File: config.mk
export PLATFORM = sky130hd
export DESIGN_NAME = dds_phase_accum
export DESIGN_NICKNAME = d
export VERILOG_FILES = /design/src/rtl/dds_phase_accum.sv
export SDC_FILE = /design/constraint.sdc
export NUM_CORES = 1
export LEC_CHECK = 0
export CORE_MARGIN = 1.5
export CORE_UTILIZATION = 62
export DETAILED_ROUTE_END_ITERATION = 7
export GPL_ROUTABILITY_DRIVEN = 0
export PLACE_DENSITY_LB_ADDON = 0.25
export SLEW_MARGIN = 0
export SYNTH_ARGS = -nofsm -noshare
export SYNTH_HDL_FRONTEND = slang
export SYNTH_SLANG_ARGS = --single-unit
export TNS_END_PERCENT = 1
File: constraint.sdc
create_clock -name clk -period 4.65 [get_ports clk]
set_clock_uncertainty 0.2 [all_clocks]
set_input_delay 1.395 -clock clk [delete_from_list [all_inputs] [get_ports clk]]
set_output_delay 1.395 -clock clk [all_outputs]
set_load 0.01 [all_outputs]
File: src/rtl/dds_phase_accum.sv
// Dual-channel DDS phase accumulator: captures tuning words on the receiver's
// done edge and applies them together at a sample-tick boundary.
module dds_phase_accum #(
  parameter int PHASE_W = 24,
  parameter int FREQ_W  = 16,
  parameter int OUT_W   = 8,
  parameter int DIV     = 4
) (
  input  logic              clk,
  input  logic              rst_n,
  input  logic              done,
  input  logic [FREQ_W-1:0] freq0,
  input  logic [FREQ_W-1:0] freq1,
  input  logic              phase_sync,
  output logic [OUT_W-1:0]  phase0,
  output logic [OUT_W-1:0]  phase1,
  output logic              sample_valid,
  output logic              update_ack,
  output logic              pending
);
  localparam int CNT_W = (DIV > 1) ? $clog2(DIV) : 1;

  typedef enum logic [1:0] {IDLE = 2'd0, PENDING = 2'd1, ACK = 2'd2} state_t;

  state_t              state_q, state_d;
  logic [CNT_W-1:0]    cnt_q, cnt_d;
  logic                done_d_q;
  logic                recap_q, recap_d;
  logic [FREQ_W-1:0]   shadow0_q, shadow0_d, shadow1_q, shadow1_d;
  logic [FREQ_W-1:0]   active0_q, active0_d, active1_q, active1_d;
  logic [PHASE_W-1:0]  acc0_q, acc0_d, acc1_q, acc1_d;
  logic                sample_valid_q, update_ack_q, pending_q;
  logic                cap, tick, apply;

  assign cap   = done & ~done_d_q;
  assign tick  = (cnt_q == CNT_W'(DIV - 1));
  assign apply = (state_q == PENDING) & tick;

  always_comb begin
    cnt_d     = tick ? '0 : CNT_W'(cnt_q + 1'b1);
    shadow0_d = cap ? freq0 : shadow0_q;
    shadow1_d = cap ? freq1 : shadow1_q;
    // The apply tick still steps with the old words; the new ones take over next tick.
    active0_d = apply ? shadow0_q : active0_q;
    active1_d = apply ? shadow1_q : active1_q;
    acc0_d    = acc0_q;
    acc1_d    = acc1_q;
    if (apply && phase_sync) begin
      acc0_d = '0;
      acc1_d = '0;
    end else if (tick) begin
      acc0_d = acc0_q + PHASE_W'(active0_q);
      acc1_d = acc1_q + PHASE_W'(active1_q);
    end
    // Remember a capture landing on the apply tick so ACK re-arms PENDING.
    recap_d = apply & cap;
    state_d = IDLE;
    case (state_q)
      IDLE:    state_d = cap ? PENDING : IDLE;
      PENDING: state_d = tick ? ACK : PENDING;
      ACK:     state_d = (cap | recap_q) ? PENDING : IDLE;
      default: state_d = IDLE;
    endcase
  end

  always_ff @(posedge clk or negedge rst_n) begin
    if (!rst_n) begin
      state_q        <= IDLE;
      cnt_q          <= '0;
      done_d_q       <= 1'b0;
      recap_q        <= 1'b0;
      shadow0_q      <= '0;
      shadow1_q      <= '0;
      active0_q      <= '0;
      active1_q      <= '0;
      acc0_q         <= '0;
      acc1_q         <= '0;
      sample_valid_q <= 1'b0;
      update_ack_q   <= 1'b0;
      pending_q      <= 1'b0;
    end else begin
      state_q        <= state_d;
      cnt_q          <= cnt_d;
      done_d_q       <= done;
      recap_q        <= recap_d;
      shadow0_q      <= shadow0_d;
      shadow1_q      <= shadow1_d;
      active0_q      <= active0_d;
      active1_q      <= active1_d;
      acc0_q         <= acc0_d;
      acc1_q         <= acc1_d;
      sample_valid_q <= tick;
      update_ack_q   <= (state_d == ACK);
      pending_q      <= (state_d == PENDING);
    end
  end

  assign phase0       = acc0_q[PHASE_W-1 -: OUT_W];
  assign phase1       = acc1_q[PHASE_W-1 -: OUT_W];
  assign sample_valid = sample_valid_q;
  assign update_ack   = update_ack_q;
  assign pending      = pending_q;
endmodule

==> qor.txt <==
Sequential-to-total area share from yosys stat - 48.5%
Power per Cell Area - 635 nW/um^2
Int Pwr - 3.03 mW
Row cnt - 36
Non-Filler Instances - 813
Max stage delay on crit path - 0.57 ns
Net Sw Power - 1.68 mW
Routed wire length - 13,600 um
Clock buffer depth - 2
Final net count - 738
Setup_tns - 0 ns
CTS resizes - 0
Clock sink total - 121
DRC viols - 0
Average wire per cell in the routed design - 16.8 um
Yosys warning total - 0
Slew HR - 35.3%
Critical Path AT - 1.55 ns
Max cap viols - 0
Tightest Pin Transition - 0.970 ns
Worst-path clk slew - 0.06 ns
Antenna violations before repair - 0
CP cell instances - clkdlybuf4s50_1
Setup bufs post-CTS - 0
Vias in the first global route - 4,715
Peak VDD IR - 0.000379 V
IO buf count - 54
I/O pin cnt - 55
Critical path's slowest cell - clkdlybuf4s50_1
GRT Total Usage - 27.8%
Synth top area share - 48.5%
Fillers - 671
Placed Instances - 781
Largest net degree at the start of global routing - 76
Sequential cell area - 3030 um^2
Crit end category - output port
CTS root buffer - clkbuf_8
P&R area growth vs syn - 18.7%
CTS tree - yes
Vias/cell - 5.84
Sw frac - 35.8%
Pins over their slew limit - 0
Initial DRC Count - 225
Worst Path Required - 3.05 ns
Crit-path leading delay family - buffers and inverters
Worst min-delay path class - register to register
Max Fclk - 318 MHz
Share of layout cells above drive strength 1 - 11.8%
Status - complete, no violations
XOR/XNOR Fraction of Synth Area - 4.91%
CP Max Fanout - 6
Core area - 9770 um^2
Synth Area in Adders - 7.25%
Synth cell types - 55
Via total after detailed routing - 4,744
Proportion of synthesized area in mux cells - 6.09%
1st-pass router iterations - 5
Post-synth top area cell - dfrtp_1
Global-route wire length before repair - 22,200 um
Count leader, synth - nand2_1
Mean post-synth cell area - 9.98 um^2
Synthesized cell area - 6250 um^2
# diodes - 0
Number of buffers created by CTS - 17
Post-route cell area - 7420 um^2
Die ar. - 10,700 um^2
Lkg Pwr - 3.43 nW
Routed Antenna Nets - 0
Utilization after layout - 75.9%
GR Overflow Total - 0
Initial Utilization - 63.9%
Synth Net Count - 697
Critical path startpoint category - register
Cell area after placement - 6810 um^2
Synth top area cells - dfrtp_1, nand2_1, ha_1
DP Wirelength - 8750 um
Simple logic cell fraction of the synthesized area - 15.4%
Final setup fails - 0
Largest family of logic cells by synthesized area - simple AND/OR/NAND/NOR gates
Clock share of power - 28.8%
# hold bufs at CTS - 0
Chip width - 103 um
Multi-input gate area in the final layout - 2970 um^2
Post-synth EDFFs - 0
Worst setup path class - register to output port
Yosys reg bits - 121
Clk_lat worst skew - 0.54 ns
WP buf/inv - 1
Logic pwr share - 38.7%
Most frequent cells after synthesis - nand2_1, dfrtp_1, a21oi_1
Post-synth top flop - dfrtp_1
Complex-gate fraction of the synthesized area - 13.9%
Post-Synthesis Cells - 626
Final worst path period need - 3.15 ns
Flop pwr share - 32.6%
Ys async rst share - 100%
H-tree depth - 4
Final period util - 67.7%
Hold violation count in the final report - 0
Die Height - 103 um
RSZ-0062 raised after global routing - false
-- power by group through the flow --
stage	Sequential, mW	Combinational [mW]	Clock [mW]
after floorplan	1.48	1.42	0
after global placement	1.53	1.68	0
after detailed placement	1.54	1.77	0
final	1.53	1.82	1.36
after global routing	1.57	2.02	1.42
after CTS	1.53	1.80	1.37
-- layout by cell type, fill, tap and decap left out, types with 3 or more instances in the layout --
cell,instances
nand2_1,146
dfrtp_1,121
clkdlybuf4s50_1,53
a21oi_1,40
ha_1,33
mux2_2,32
nor2_1,27
o2bb2ai_1,22
o21ai_0,21
xor2_1,20
clkbuf_16,16
xnor2_1,15
nand3_1,13
inv_1,10
and3_1,10
buf_4,7
and2_1,5
a21o_1,5
nand2b_1,4
o21bai_1,4
clkinv_2,4
bufinv_16,4
nor3_1,3
o2111ai_1,3
nand4_1,3
o21a_1,3
o21ai_1,3
o211ai_1,3
a31oi_1,3
o31ai_1,3
-- sequential cells by signal, summed over array words and instances, names as in the netlist --
signal,flops
cnt_q,2
pending,1
active0_q,16
acc0_q,24
done_d_q,1
recap_q,1
active1_q,16
update_ack,1
sample_valid,1
state_q,2
acc1_q,24
shadow0_q,16
shadow1_q,16
-- final timing paths --
check	cells past startpoint	endpoint	slack (ns)	startpoint
min in group asynchronous	1	acc1_q[21]$_DFFE_PN0P_	0.83	rst_n
worst min register to register	1	cnt_q[0]$_DFF_PN0_	0.24	cnt_q[0]$_DFF_PN0_
max in group asynchronous	2	update_ack$_DFF_PN0_	2.64	rst_n
worst max-delay path	1	phase1[0]	1.50	acc1_q[16]$_DFFE_PN0P_
worst min-delay path	1	cnt_q[0]$_DFF_PN0_	0.24	cnt_q[0]$_DFF_PN0_
worst max register to register	9	acc0_q[21]$_DFFE_PN0P_	1.62	cnt_q[0]$_DFF_PN0_
-- logic make-up (layout without fill, tap and decap cells) --
group | Yosys count | count (layout)
XOR/XNOR | 35 | 35
AO/OA/AOI/OAI | 128 | 128
flip-flops | 121 | 121
buffers and inverters | 50 | 104
multiplexers | 34 | 34
AND/OR/NAND/NOR | 223 | 223
adder cells (fa/ha/maj) | 35 | 35
-- stage by stage --
stage | power [mW] | worst slack, ns | hold slack, ns
detailed placement | 3.31 | 1.22 | 0.230
CTS | 4.70 | 1.48 | 0.238
global placement | 3.21 | 1.25 | 0.213
finish | 4.71 | 1.50 | 0.237
global route | 5.00 | 1.42 | 0.263
floorplan | 2.90 | 1.87 | 0.203
-- area by class of cell --
| cell class | instances | area share (%) |
|---|---|---|
| tap | 133 | 2.24 |
| sequential | 121 | 40.8 |
| multi-input combinational | 455 | 40.0 |
| clock inverter | 12 | 2.33 |
| clock buffer | 20 | 5.87 |
| inverter | 11 | 0.557 |
| timing repair buffer | 61 | 8.13 |
-- per-layer routing --
layer  wire (um)  vias up  share of wire [%]  track usage, %
li1            -     2247                  -               -
met1        5960     2327                 44            34.6
met2        6770      145                 50            45.1
met3         659       25                4.8            8.67
met4         237        0                1.7            11.6
met5           0        -                  0               0
(Power assumes the default switching activity.)
==> patch (same settings) <==
Set the parameter `PHASE_W` to 32 (it was 24).
--- a/src/rtl/dds_phase_accum.sv
+++ b/src/rtl/dds_phase_accum.sv
@@ -1,7 +1,7 @@
 // Dual-channel DDS phase accumulator: captures tuning words on the receiver's
 // done edge and applies them together at a sample-tick boundary.
 module dds_phase_accum #(
-  parameter int PHASE_W = 24,
+  parameter int PHASE_W = 32,
   parameter int FREQ_W  = 16,
   parameter int OUT_W   = 8,
   parameter int DIV     = 4
Behaviour: no difference found for any inputs over 10 cycles, from zero or initial values and one cycle with rst_n low; that may be too few to reach the edited logic, so the function may still have changed.
==> patch against the unedited design <==
Worst setup slack got worse by 0.22 ns. Design area rose by 17%. Wire length rose by 21%. Via count rose by 28%. Power rose by 5.8%. Non-clock buffer count rose by 2. Clock power fell by 3%. Sequential cell count rose by 16. Combinational power rose by 9%. Register-to-register slack got worse by 0.34 ns. Area after synthesis rose by 21%. Critical path depth rose by 8.
==> patch: results (changes against the unedited design) <==
* Post-synth cell types at 72 (was 55)
* Non-clock buffers, area share at 0.0702 (was 0.0813)
* Multi-In Gates at 576 (was 455)
* Synthesized Nets at 854 (was 697)
* Fillers at 884 (was 671)
* Mux contribution to synthesized area at 0.0621 (was 0.0609)
* Maximum VDD drop at 0.000308 V (was 0.000379 V)
* Crit. Startpoint: cnt_q[0] (was acc1_q[16])
* Status: completed (unchanged)
* Critical path fanouts, max at 38 (was 6)
* Post-DP HPWL at 11.2 mm (was 8.75 mm)
* Net Sw Frac at 0.378 (was 0.358)
* Placed insts at 944 (was 781)
* Drt initial violations at 448 (was 225)
* Lkg Pwr at 3.93 nW (was 3.43 nW)
* Seq cells at 137 (was 121)
* DR WL/cell at 16.9 um (was 16.8 um)
* Adder-Cell Fraction of Synth Area at 0.0598 (was 0.0725)
* Slowest library cell on the worst path: nand2_1 (was clkdlybuf4s50_1)
* FF/Latch Area at 3430 sq um (was 3030 sq um)
* Xor/xnor cell area share of the yosys netlist at 0.0220 (was 0.0491)
* Clock buf count at 17 (was 20)
* Main area contributors after synthesis: dfrtp_1 45%, nand2_1 7.3%, ha_1 5.5%, mux2_2 4.8%, a21oi_1 2.4% (was dfrtp_1 48%, nand2_1 8.8%, ha_1 6.6%, mux2_2 5.8%, a21oi_1 3.2%)
* Clk root buf: clkbuf_16 (was clkbuf_8)
* Layout cells sized above 1 at 0.116 (was 0.118)
* Synth Area per Inst at 9.67 sq um (was 9.98 sq um)
* All-layer global routing usage at 0.277 (was 0.278)
* Worst EP arrival at 3.48 ns (was 1.55 ns)
* Crit-path max cell delay at 0.62 ns (was 0.57 ns)
* Detailed-route via count at 6050 (was 4744)
* Comb group at 1.98 mW (was 1.82 mW)
* Max_slew headroom at 0.393 (was 0.353)
==> patch: final timing paths <==
check	to	slack, ns	cells after the start
max in group asynchronous	acc0_q[22]	2.54	2
hold reg to reg	cnt_q[0]	0.24	1
hold / removal	cnt_q[0]	0.24	1
min in group asynchronous	acc1_q[27]	0.85	1
setup / recovery	acc1_q[14]	1.28	9
setup reg to reg	acc1_q[14]	1.28	9
==> patch: per-stage QoR <==
step / cell area [sq um] / utilization / setup slack, ns / total power, mW
after global placement: 8100 / 0.677 / 1.08 / 3.52
after detailed placement: 8100 / 0.677 / 0.955 / 3.62
after floorplan: 7570 / - / 1.87 / 3.18
after global routing: 8680 / 0.726 / 1.01 / 5.30
after CTS: 8680 / 0.726 / 1.29 / 4.96
final: 8680 / 0.726 / 1.28 / 4.98
==> patch: per-layer routing <==
layer  GRT usage  share of wire  up-vias
met1       0.372           0.46     2977
met5           0              0        -
met2       0.454           0.48      192
met4      0.0842          0.012        0
met3      0.0579          0.048       22
li1            -              -     2859
